## config.mk

```make
export PLATFORM = sky130hd
export DESIGN_NAME = fin_period_meter_flat
export DESIGN_NICKNAME = d
export VERILOG_FILES = /design/src/rtl/fin_period_meter_if.sv /design/src/rtl/fin_period_meter.sv /design/src/flat_wrapper.sv
export SDC_FILE = /design/constraint.sdc
export NUM_CORES = 1
export LEC_CHECK = 0
export CAP_MARGIN = 10
export CELL_PAD_IN_SITES_DETAIL_PLACEMENT = 1
export CELL_PAD_IN_SITES_GLOBAL_PLACEMENT = 2
export CORE_MARGIN = 2
export CORE_UTILIZATION = 38
export CTS_BUF_LIST = sky130_fd_sc_hd__clkbuf_4 sky130_fd_sc_hd__clkbuf_8
export DETAILED_ROUTE_END_ITERATION = 12
export GPL_TIMING_DRIVEN = 1
export PLACE_DENSITY_LB_ADDON = 0.12
export SYNTH_ARGS = -nofsm -noshare
export SYNTH_HDL_FRONTEND = slang
export SYNTH_SLANG_ARGS = --single-unit
```

## constraint.sdc

```tcl
create_clock -name clk_i -period 4.3 [get_ports clk_i]
set_input_delay 1.075 -clock clk_i [delete_from_list [all_inputs] [get_ports clk_i]]
set_output_delay 1.075 -clock clk_i [all_outputs]
set_load 0.02 [all_outputs]
```

## src/rtl/fin_period_meter_if.sv

```systemverilog
// Bus-side handshake and result bundle for one fin_period_meter channel.
// Suffixes follow the meter's view: _i driven by the bus master, _o by the meter.
interface fin_period_meter_if #(
    parameter int CNT_WIDTH = 30,
    parameter int PER_WIDTH = 24
);
    logic                 start_i;
    logic                 abort_i;
    logic [PER_WIDTH-1:0] target_i;
    logic                 busy_o;
    logic                 ready_o;
    logic [PER_WIDTH-1:0] periods_o;
    logic [CNT_WIDTH-1:0] ref_ticks_o;
    logic                 overflow_o;

    modport master (
        output start_i, abort_i, target_i,
        input  busy_o, ready_o, periods_o, ref_ticks_o, overflow_o
    );

    modport slave (
        input  start_i, abort_i, target_i,
        output busy_o, ready_o, periods_o, ref_ticks_o, overflow_o
    );
endinterface

```

## src/rtl/fin_period_meter.sv

```systemverilog
// fin_period_meter: reciprocal period measurement for one Fin input bit.
// Counts clk_i ticks across an edge-aligned window of N whole fin_i periods.
//
// state   | meaning
// IDLE    | waiting for start_i
// ARM     | target latched, waiting for the first fin rise to open the window
// MEASURE | window open, counting ticks and fin rises
// DONE    | result registers loaded, ready_o high for this cycle only
module fin_period_meter #(
    parameter int CNT_WIDTH   = 30,
    parameter int PER_WIDTH   = 24,
    parameter int SYNC_STAGES = 2
) (
    input  logic              clk_i,
    input  logic              rst_i,
    input  logic              fin_i,
    fin_period_meter_if.slave bus
);
    typedef enum logic [1:0] {IDLE, ARM, MEASURE, DONE} state_t;
    localparam logic [CNT_WIDTH-1:0] TICK_MAX = '1;

    logic [SYNC_STAGES-1:0] sync_q;
    logic                   prev_q;
    logic                   rise;

    state_t                 state_q;
    logic [PER_WIDTH-1:0]   tgt_q;
    logic [PER_WIDTH-1:0]   edges_q;
    logic [PER_WIDTH-1:0]   periods_q;
    logic [CNT_WIDTH-1:0]   ticks_q;
    logic [CNT_WIDTH-1:0]   ref_ticks_q;
    logic                   busy_q;
    logic                   ready_q;
    logic                   overflow_q;

    logic [CNT_WIDTH-1:0]   ticks_d;
    logic [PER_WIDTH-1:0]   edges_d;
    logic                   ticks_sat;

    always_ff @(posedge clk_i or negedge rst_i) begin
        if (!rst_i) begin
            sync_q <= '0;
            prev_q <= 1'b0;
        end else begin
            sync_q <= {sync_q[SYNC_STAGES-2:0], fin_i};
            prev_q <= sync_q[SYNC_STAGES-1];
        end
    end

    assign rise      = sync_q[SYNC_STAGES-1] & ~prev_q;
    assign ticks_d   = (ticks_q == TICK_MAX) ? TICK_MAX : ticks_q + CNT_WIDTH'(1);
    assign ticks_sat = (ticks_d == TICK_MAX);
    assign edges_d   = edges_q + PER_WIDTH'(1);

    // Results are loaded on the edge entering DONE so they are valid alongside ready_o.
    always_ff @(posedge clk_i or negedge rst_i) begin
        if (!rst_i) begin
            state_q     <= IDLE;
            tgt_q       <= '0;
            edges_q     <= '0;
            ticks_q     <= '0;
            periods_q   <= '0;
            ref_ticks_q <= '0;
            overflow_q  <= 1'b0;
            busy_q      <= 1'b0;
            ready_q     <= 1'b0;
        end else begin
            ready_q <= 1'b0;
            unique case (state_q)
                IDLE: begin
                    if (bus.start_i) begin
                        tgt_q   <= (bus.target_i == '0) ? PER_WIDTH'(1) : bus.target_i;
                        ticks_q <= '0;
                        edges_q <= '0;
                        busy_q  <= 1'b1;
                        state_q <= ARM;
                    end
                end
                ARM: begin
                    if (bus.abort_i) begin
                        busy_q  <= 1'b0;
                        state_q <= IDLE;
                    end else if (rise) begin
                        ticks_q <= '0;
                        edges_q <= '0;
                        state_q <= MEASURE;
                    end else begin
                        ticks_q <= ticks_d;
                        if (ticks_sat) begin
                            periods_q   <= '0;
                            ref_ticks_q <= ticks_d;
                            overflow_q  <= 1'b1;
                            ready_q     <= 1'b1;
                            state_q     <= DONE;
                        end
                    end
                end
                MEASURE: begin
                    if (bus.abort_i) begin
                        busy_q  <= 1'b0;
                        state_q <= IDLE;
                    end else begin
                        ticks_q <= ticks_d;
                        if (rise) edges_q <= edges_d;
                        if (rise && edges_d == tgt_q) begin
                            periods_q   <= edges_d;
                            ref_ticks_q <= ticks_d;
                            overflow_q  <= 1'b0;
                            ready_q     <= 1'b1;
                            state_q     <= DONE;
                        end else if (ticks_sat) begin
                            periods_q   <= rise ? edges_d : edges_q;
                            ref_ticks_q <= ticks_d;
                            overflow_q  <= 1'b1;
                            ready_q     <= 1'b1;
                            state_q     <= DONE;
                        end
                    end
                end
                DONE: begin
                    busy_q  <= 1'b0;
                    state_q <= IDLE;
                end
                default: state_q <= IDLE;
            endcase
        end
    end

    assign bus.busy_o      = busy_q;
    assign bus.ready_o     = ready_q;
    assign bus.periods_o   = periods_q;
    assign bus.ref_ticks_o = ref_ticks_q;
    assign bus.overflow_o  = overflow_q;
endmodule

```

## src/flat_wrapper.sv

```systemverilog
// flat-port wrapper written by rule: the top's interface ports become plain ports
module fin_period_meter_flat 
#(
    parameter int CNT_WIDTH   = 30,
    parameter int PER_WIDTH   = 24,
    parameter int SYNC_STAGES = 2
)
  (clk_i, rst_i, fin_i, bus_start_i, bus_abort_i, bus_target_i, bus_busy_o, bus_ready_o, bus_periods_o, bus_ref_ticks_o, bus_overflow_o);
  fin_period_meter_if #(.CNT_WIDTH(CNT_WIDTH), .PER_WIDTH(PER_WIDTH)) bus_i ();
  input  logic clk_i;
  input  logic rst_i;
  input  logic fin_i;
  input wire logic [$bits(bus_i.start_i)-1:0] bus_start_i;
  input wire logic [$bits(bus_i.abort_i)-1:0] bus_abort_i;
  input wire logic [$bits(bus_i.target_i)-1:0] bus_target_i;
  output wire logic [$bits(bus_i.busy_o)-1:0] bus_busy_o;
  output wire logic [$bits(bus_i.ready_o)-1:0] bus_ready_o;
  output wire logic [$bits(bus_i.periods_o)-1:0] bus_periods_o;
  output wire logic [$bits(bus_i.ref_ticks_o)-1:0] bus_ref_ticks_o;
  output wire logic [$bits(bus_i.overflow_o)-1:0] bus_overflow_o;
  assign bus_i.start_i = bus_start_i;
  assign bus_i.abort_i = bus_abort_i;
  assign bus_i.target_i = bus_target_i;
  assign bus_busy_o = bus_i.busy_o;
  assign bus_ready_o = bus_i.ready_o;
  assign bus_periods_o = bus_i.periods_o;
  assign bus_ref_ticks_o = bus_i.ref_ticks_o;
  assign bus_overflow_o = bus_i.overflow_o;
  fin_period_meter #(.CNT_WIDTH(CNT_WIDTH), .PER_WIDTH(PER_WIDTH), .SYNC_STAGES(SYNC_STAGES)) u_core (.clk_i(clk_i), .rst_i(rst_i), .fin_i(fin_i), .bus(bus_i));
endmodule
```

# Yosys cells after proc, flatten, opt, wreduce, memory -nomap -nowiden
# Index checks and enable logic that the tools add are counted.
# Widths: inputs -> output; s select.
# totals
ff_bits	140
inputBits	29
out_inout_bits	57
word_cells	89
# classes
add_sub_neg	2
n_eq_ne	14
mux	48
bitwise_logic	2
reduce_logical	12
# op_table
cell	n
$mux 30	10
$mux 24	12
$pmux 30 s3	1
$pmux 24 s3	1
$eq 30x30->1 const B	2
$pmux 30 s2	1
$pmux 24 s2	1
$add 30x1->30 const B	1
$add 24x1->24 const B	1
$eq 24x24->1	1
$logic_not 24->1	1
$mux 1	12
$mux 2	6
$ne 2x2->1 const B	4
$pmux 2 s4	1
$reduce_and 4->1	2
$ne 2x1->1 const B	3
$reduce_and 6->1	1
$reduce_and 5->1	1
$eq 2x2->1 const B	2
$pmux 1 s2	2
$reduce_and 2->1	2
$ne 3x1->1 const B	1
$pmux 1 s3	1
other kinds (8)	8

# Depth between registers and ports, before layout
# Gate-level depths: netlist (run 1).
# logic_depth
ltp_word	7
depth_mapped	13
ltp_nobuf	10

# Worst setup path after synthesis (run 1)
# No wires, ideal clock.
# synth_timing
path_kind	reg2reg
from	register u_core.ticks_q[0]
to	register u_core.periods_q[0] (netlist: u_core.bus.periods_o[0])
arrival_time_ns	3.460
required_time_ns	4.175
slack_ns	0.714
path_stages_with_launch	13
n_path_buf	3
cell_sequence	dfrtp_1 -> ha_1 -> nand3_1 -> or4_1 -> buf_2 -> xnor2_1 -> or4_4 -> o31ai_4 -> nand2_1 -> o32ai_2 -> buf_6 -> buf_12 -> mux2_4
# synth_via
elab_chain_len	5
elab_cells_between_ends	7
classes_between	1 x add/sub; 4 x eq/ne; 1 x mux; 1 x reduce/logical
# synth_lines
element	line	source
start: declaration	fin_period_meter.sv:30	logic [CNT_WIDTH-1:0] ticks_q;
start signal: assignment	fin_period_meter.sv:88	ticks_q <= ticks_d;
start signal: assignment	fin_period_meter.sv:103	ticks_q <= ticks_d;
$add 30x1->30 / $eq 30x30->1 (equally long branches)	fin_period_meter.sv:51	assign ticks_d = (ticks_q == TICK_MAX) ? TICK_MAX : ticks_q + CNT_WIDTH'(1);
$mux 30 (*)	fin_period_meter.sv:51	
$eq 30x30->1 (*)	fin_period_meter.sv:52	assign ticks_sat = (ticks_d == TICK_MAX);
$ne 3x1->1 (no source line) / $ne 2x1->1 (equally long branches)	-	
$reduce_and 6->1 (no source line) (*)	-	
end signal: assignment	fin_period_meter.sv:106	periods_q <= edges_d;
end signal: assignment	fin_period_meter.sv:112	periods_q <= rise ? edges_d : edges_q;
end: declaration	fin_period_meter.sv:29	logic [PER_WIDTH-1:0] periods_q;
# Mark *: on every way between the ends. The rest lies on a longest branch, timed or not.
# A chain may end at the register's enable or synchronous reset.

# Worst setup path in the final report (run 1)
# layout_timing
from	register u_core.ticks_q[0]
to	register u_core.ref_ticks_q[23] (netlist: u_core.bus.ref_ticks_o[23])
# layout_via
elab_chain_len	7
elab_cells_between_ends	10
classes_between	1 x add/sub; 2 x eq/ne; 7 x mux
# layout_lines
element	line	source
$add 30x1->30 / $eq 30x30->1 (equally long branches)	fin_period_meter.sv:51	
$mux 30 (*)	fin_period_meter.sv:51	
$eq 30x30->1	fin_period_meter.sv:52	
$mux 30	fin_period_meter.sv:89, fin_period_meter.sv:111	
$mux 30, on equally long branches	fin_period_meter.sv:105, fin_period_meter.sv:83	
$mux 30, on equally long branches	fin_period_meter.sv:99, fin_period_meter.sv:80	
$pmux 30 s2 (*)	fin_period_meter.sv:69	unique case (state_q)
end signal: assignment	fin_period_meter.sv:91	ref_ticks_q <= ticks_d;
end signal: assignment	fin_period_meter.sv:107	ref_ticks_q <= ticks_d;
end signal: assignment	fin_period_meter.sv:113	ref_ticks_q <= ticks_d;
end: declaration	fin_period_meter.sv:31	logic [CNT_WIDTH-1:0] ref_ticks_q;
# Mark *: on every way between the ends. The rest lies on a longest branch, timed or not. The select of a mux whose other input is x is not followed.

==> metrics.txt, run 1 <==
vias in the first global route around 7600; clock sink total 140; Post-synth EDFFs 0; global-route congestion overflow total 0; mapped cell area around 8500 um2; total number of vias between 7000 and 8000; Total Wirelength ~26 mm; FF-to-FF path depth 12; sequential fraction of the synthesis area 41.0%; Least-Margin Pin Slew 1.10 ns; largest net degree at the start of global routing 95; Seq. cell area 3500 um2; final hold vios 0; cells along the critical path ha_2 -> nand3_1 -> or4_1 -> or3_4 -> a211oi_2 -> nand4_1 -> o31ai_4 -> nand2_1 -> o32ai_4 -> buf_4 -> buf_8 -> mux2_4; DR WL/cell roughly 21 um; CP required 4.65 ns; DP HPWL 18.7 mm; Avg Vias per Cell around 5.7; CTS tree built; Syn Nets between 900 and 1000; DIE AREA 23700 um2; most common cell after layout, fill and taps aside dfrtp_1; htree depth 4; Worst setup EP type flop; gr usage total a little under a quarter; Post-layout nets roughly 990; Die W approximately 150 um; Diodes inserted 0; Clock Path Buffers 2; commonest non-fill, non-tap cells in the layout dfrtp_1 (140), nand2_1 (110), clkdlybuf4s50_1 (84); area growth from synthesis to layout 17.6%; Worst Hold Depth 0; Max-slew headroom between 20% and 30%; Max Freq around 240 MHz; initial antenna violation count 0; hold buffer count at cts 0; WS Path Type reg -> reg; number of synthesized register bits between 100 and 150; final instance area 10000 um2; setup violators final 0; row cnt 54; Worst Hold End u_core.sync_q[1]; drt pass-1 iters 7; Skew-Pair Late Insertion Delay about 0.47 ns; slack of the worst reg-to-reg path 0.21 ns; Placed Instance Area between 9000 and 10000 um2; Final Wtd Congestion approximately 0.90; final clock period utilization by the worst path 95.0%; worst vdd ir 192 uV; RSZ-0062 raised after global routing false; setup_tns 0 ns; CP max FO 24; Pleak roughly 4.3 nW; Setup Skew 0.0161 ns; post-synthesis cell type count 62; Critical-path top delay cell or4_1; first-pass GRT wire length around 43 mm; Avg Cell Area, Syn between 9 and 10 um2; Detail Route Antenna Nets 0; Starting Density between 30% and 40%; Max Cap Violations 0; synthesis warning total 0; fin. max-slew vios 0; die height approximately 150 um; Synth async-reset ratio 100%; max incr delay on CP around 0.66 ns; Hold/Removal Path Class reg -> reg; Cell Pwr Density 354 nW/um2; FF-to-FF Start u_core.ticks_q[0]; Clock transition at path regs roughly 0.090 ns; WP data arrival about 4.4 ns; total I/O pin count 86; ys flop type dfrtp_1; Num CTS Buffers 17; fin crit period 4.09 ns; worst hold start u_core.sync_q[0]; CP Launch Type flop; footprint of the multi-input gates 4590 um2; core area around 22000 um2; Port Buffers 85; Clk Tree Root Cell clkbuf_8; worst reg2reg path endpoint u_core.bus.ref_ticks_o[23]; Hold Worst Slack around 0.35 ns; Iteration-0 DRC Markers roughly 440; Mapped Cells a little under 900; layout cells sized above 1 roughly 15%; # fillers between 2000 and 3000; DRC errors left 0; outcome completed
layout make-up:
class / instances / share of cell area (%)
inverters: 34 / 1.27
clock buffers: 17 / 2.33
multi-input cells: 652 / 45.7
flip-flops and latches: 140 / 34.9
clock inverters: 15 / 1.27
repair buffers: 112 / 11.0
well taps: 280 / 3.49
cell families after synthesis:
family                     after synthesis  synth area share, %
AOI/OAI and AO/OA                      175                 13.9
xor gates and xnor gates                69                 7.08
adders and majority gates                7                 1.03
buffers and inverters                   98                 5.44
DFF                                    140                 41.0
muxes                                   86                 12.4
and+or+nand+nor                        315                 19.2
critical path: cells and delay by family (launching register included):
family	cells	cell delay (ns)
AOI/OAI and AO/OA	3	0.83
adders and majority gates	1	0.30
buffers and inverters	2	0.44
DFF	1	0.49
muxes	1	0.33
and+or+nand+nor	5	1.56
stage by stage:
step | power [mW] | cells | util (%) | setup slack [ns]
2_1_floorplan | 2.20 | 890 | - | 0.714
6_report | 3.56 | 1250 | 45.7 | 0.213
3_3_place_gp | 2.50 | 1215 | 43.9 | 0.395
5_1_grt | 3.76 | 1250 | 45.7 | 0.0153
3_5_place_dp | 2.54 | 1215 | 43.9 | 0.259
4_1_cts | 3.59 | 1247 | 45.5 | 0.210
per-layer routing:
layer | global-route usage [%] | vias up | part of all wire [%]
met5 | 0 | - | 0
met4 | 5.74 | 0 | 1.3
met3 | 3.16 | 25 | 3.4
met2 | 37.3 | 131 | 48
met1 | 31.8 | 3647 | 48
li1 | - | 3312 | -
cell usage after synthesis (4+ instances only):
cell        n  share of area, %
or4_1       7              0.62
nor2_1     40               1.8
nor3_1     23               1.3
a21o_1     11              0.97
xor2_1     25               2.6
a31oi_1     5              0.37
and3_1     16               1.2
nand4_1    24               1.8
a211oi_1    4              0.35
or3_1       9              0.66
mux2_4     31               5.5
mux2i_1    21               2.5
ha_1        7               1.0
dfrtp_1   140                41
clkbuf_1   45               2.0
a21oi_1    31               1.8
o21a_1      4              0.35
a21boi_0    7              0.62
o21ai_0    55               3.2
and4_1      6              0.62
nand2_1   110               4.8
or2_2       6              0.44
mux2_2     34               4.5
buf_2      10              0.59
nand2b_1    8              0.59
buf_12      4              0.94
nand3_1    24               1.4
inv_1      34               1.5
xnor2_1    44               4.5
nor4_1     20               1.5
nor2b_1     5              0.37
a22o_1     37               3.8
state kept, by name, summed over array words and instances (netlist names):
| register | flops |
|---|---|
| u_core.bus.ref_ticks_o | 30 |
| u_core.ticks_q | 30 |
| u_core.bus.periods_o | 24 |
| u_core.edges_q | 24 |
| u_core.tgt_q | 24 |
| u_core.state_q | 2 |
| u_core.sync_q | 2 |
| u_core.bus.busy_o | 1 |
| u_core.bus.overflow_o | 1 |
| u_core.bus.ready_o | 1 |
| u_core.prev_q | 1 |
how the worst max path moves through the flow:
stage / from / slack [ns] / cells past startpoint / endpoint
3_5_place_dp: u_core.ticks_q[0] / 0.26 / 11 / u_core.bus.periods_o[13]
5_1_grt: u_core.ticks_q[0] / 0.02 / 12 / u_core.bus.ref_ticks_o[0]
2_1_floorplan: u_core.ticks_q[0] / 0.71 / 12 / u_core.bus.periods_o[0]
4_1_cts: u_core.ticks_q[0] / 0.21 / 11 / u_core.bus.periods_o[13]
3_3_place_gp: u_core.ticks_q[0] / 0.40 / 10 / u_core.bus.ref_ticks_o[0]
6_report: u_core.ticks_q[0] / 0.21 / 12 / u_core.bus.ref_ticks_o[23]
power by group:
group / total (mW) / internal, mW / switching, mW
registers: 1.57 / 1.45 / 0.127
clock network: 1.04 / 0.418 / 0.621
logic: 0.943 / 0.401 / 0.543
timing repair:
action | CTS | global route
endpoints found under the hold margin | 0 | 0
setup buffers | 0 | 2
resized for setup | 0 | 4
endpoints found under the setup margin | 0 | 27
Note: power is estimated with default switching activity, not from simulation.
==> run 2, diff against run 1 <==
--- a/config.mk
+++ b/config.mk
@@ -5,13 +5,13 @@
 export SDC_FILE = /design/constraint.sdc
 export NUM_CORES = 1
 export LEC_CHECK = 0
-export CAP_MARGIN = 10
 export CELL_PAD_IN_SITES_DETAIL_PLACEMENT = 1
 export CELL_PAD_IN_SITES_GLOBAL_PLACEMENT = 2
 export CORE_MARGIN = 2
-export CORE_UTILIZATION = 38
+export CORE_UTILIZATION = 42
 export CTS_BUF_LIST = sky130_fd_sc_hd__clkbuf_4 sky130_fd_sc_hd__clkbuf_8
 export DETAILED_ROUTE_END_ITERATION = 12
+export DONT_BUFFER_PORTS = 1
 export GPL_TIMING_DRIVEN = 1
 export PLACE_DENSITY_LB_ADDON = 0.12
 export SYNTH_ARGS = -nofsm -noshare
==> run 2 against run 1 <==
- sequential share of layout area is 3.5 points higher
- sequential power hardly changed
- maximum frequency is 0.90% higher
- critical path type unchanged
- final area is 9.1% lower
- global-route usage is 0.44 points higher
- clock-buffer cell count is 3 higher
- power hardly changed
- final cell count is 8.2% lower
- highest routed layer unchanged
==> metrics.txt, run 2 (synthesized netlist as in run 1, its figures left out) <==
Starting Density 42.5% (was 38.9%); max incr delay on CP 0.63 ns (was 0.66 ns); number of setup buffers added after CTS 0 (unchanged); most common cell after layout, fill and taps aside dfrtp_1 (unchanged); Num CTS Buffers 17 (unchanged); Avg Vias per Cell 5.84 (was 5.69); Setup Skew 0.0137 ns (was 0.0161 ns); WP data arrival 4.39 ns (was 4.43 ns); first-pass GRT wire length 39.5 mm (was 42.7 mm); Final Wtd Congestion 0.885 (was 0.905); cells along the critical path ha_1 -> nand3_1 -> or4_4 -> xnor2_1 -> or4_4 -> o31ai_4 -> nand2_1 -> o32ai_4 -> buf_12 -> mux2_2 (was ha_2 -> nand3_1 -> or4_1 -> or3_4 -> a211oi_2 -> nand4_1 -> o31ai_4 -> nand2_1 -> o32ai_4 -> buf_4 -> buf_8 -> mux2_4); fin crit period 4.05 ns (was 4.09 ns); post-layout power 3.56 mW (about the same); final clock period utilization by the worst path 94.2% (was 95.0%); Post-layout nets 900 (was 993); Clk Tree Root Cell clkbuf_8 (unchanged); CP Launch Type flop (unchanged); drt pass-1 iters 6 (was 7); Seq. cell area 3500 um2 (unchanged); vias in the first global route 7199 (was 7609); setup_tns 0 ns (unchanged); CP max FO 37 (was 24); Die W 147 um (was 154 um); crit-path leading delay family simple AND/OR/NAND/NOR gates (unchanged); Critical-path top delay cell or4_4 (was or4_1); final hold vios 0 (unchanged); core area 20100 um2 (was 22000 um2); Max Freq 247 MHz (was 245 MHz); row cnt 52 (was 54); gr usage total 23.2% (was 22.7%); Critical path buffers and inverters 1 (was 2); DP HPWL 17.5 mm (was 18.7 mm); layout cells sized above 1 15.4% (was 14.8%); CTS tree built (unchanged); initial antenna violation count 0 (unchanged); clock sink total 140 (unchanged); Cell Pwr Density 390 nW/um2 (was 354 nW/um2); Iteration-0 DRC Markers 414 (was 438); setup violators final 0 (unchanged); total number of vias 6701 (was 7115); die height 147 um (was 154 um); Placed Instance Area 8710 um2 (was 9640 um2); area growth from synthesis to layout 6.87% (was 17.6%); commonest non-fill, non-tap cells in the layout dfrtp_1 (140), nand2_1 (110), o21ai_0 (55) (was dfrtp_1 (140), nand2_1 (110), clkdlybuf4s50_1 (84)); RSZ-0062 raised after global routing false (unchanged); worst vdd ir 208 uV (was 192 uV); Diodes inserted 0 (unchanged); Max-slew headroom 28.3% (was 26.8%); Clock transition at path regs 0.09 ns (about the same); total I/O pin count 86 (unchanged); pre-CTS WS 0.158 ns (was 0.259 ns); Least-Margin Pin Slew 1.07 ns (was 1.10 ns); Pleak 3.93 nW (was 4.29 nW); # fillers 2260 (was 2515); Port Buffers 0 (was 85); footprint of the multi-input gates 4590 um2 (about the same); outcome completed (unchanged); DRC errors left 0 (unchanged); DIE AREA 21500 um2 (was 23700 um2); CP required 4.64 ns (was 4.65 ns); most used cell, CP or4_4; Detail Route Antenna Nets 0 (unchanged); setup ws final 0.250 ns (was 0.213 ns); Clock Path Buffers 2 (unchanged); Max Cap Violations 0 (unchanged); Hold/Removal Path Class in -> async (was reg -> reg); WS Path Type reg -> reg (unchanged); Worst setup EP type flop (unchanged); DR WL/cell 21.1 um (was 21.0 um); Total Wirelength 24.3 mm (was 26.3 mm); largest net degree at the start of global routing 141 (was 95); final instance area 9130 um2 (was 10000 um2); htree depth 4 (unchanged); fin. max-slew vios 0 (unchanged); Skew-Pair Late Insertion Delay 0.46 ns (was 0.47 ns); global-route congestion overflow total 0 (unchanged)
run 2: cell count changes in the layout (fill, tap and decap cells not counted), moves of 2 or more:
cell,change
clkdlybuf4s50_1,-84
buf_4,-6
inv_6,-4
bufinv_16,+2
clkbuf_8,+2
inv_8,-2
run 2: layout make-up:
type / count / area share [%]
clock inverter: 12 / 1.51
inverter: 34 / 1.40
timing repair buffer: 19 / 1.74
tap: 270 / 3.70
clock buffer: 20 / 2.95
multi-input combinational: 652 / 50.3
sequential: 140 / 38.4
run 2: metal layers:
metal  up-vias  part of all wire (%)  routed length, um  track usage, %
met5         -                     0                  0               0
met4         0                   2.9                704            8.30
met3        43                   2.7                665            4.34
met2       112                    53              12900            41.9
met1      3427                    41               9980            27.4
li1       3119                     -                  -               -
run 2: path summary, 6_finish.rpt:
| check | cells after the start | to | slack [ns] | from |
|---|---|---|---|---|
| max | 10 | u_core.bus.ref_ticks_o[1] | 0.25 | u_core.ticks_q[0] |
| min | 0 | u_core.prev_q | 0.30 | rst_i |
| max reg2reg | 10 | u_core.bus.ref_ticks_o[1] | 0.25 | u_core.ticks_q[0] |
| min reg2reg | 0 | u_core.sync_q[1] | 0.37 | u_core.sync_q[0] |
| max in group asynchronous | 0 | u_core.ticks_q[11] | 3.83 | rst_i |
| min in group clk_i | 0 | u_core.sync_q[1] | 0.37 | u_core.sync_q[0] |
run 2: timing repair:
item	4_1_cts	5_1_grt
endpoints found under the setup margin	0	24
hold buffers	0	0
hold endpoints to repair	0	0
gates resized for setup	0	2
run 2: stage by stage:
step	util [%]	hold WS (ns)	cells
2_1_floorplan	-	0.331	890
3_3_place_gp	43.3	0.345	1115
3_5_place_dp	43.3	0.344	1115
4_1_cts	45.4	0.273	1147
5_1_grt	45.4	0.259	1147
6_report	45.4	0.298	1147
run 2: power breakdown:
group | internal, mW | leakage, nW | total [mW] | switching (mW)
logic | 0.354 | 1.95 | 0.836 | 0.482
registers | 1.45 | 1.79 | 1.60 | 0.152
clock network | 0.557 | 0.192 | 1.12 | 0.565
total | 2.36 | 3.93 | 3.56 | 1.20
run 2: worst reg2reg max path: stages, from the launching register on:
cell and delay, ns:
dfrtp_1 0.48, ha_1 0.32, nand3_1 0.25, or4_4 0.63, xnor2_1 0.17, or4_4 0.56, o31ai_4 0.30, nand2_1 0.17
o32ai_4 0.34, buf_12 0.31, mux2_2 0.41
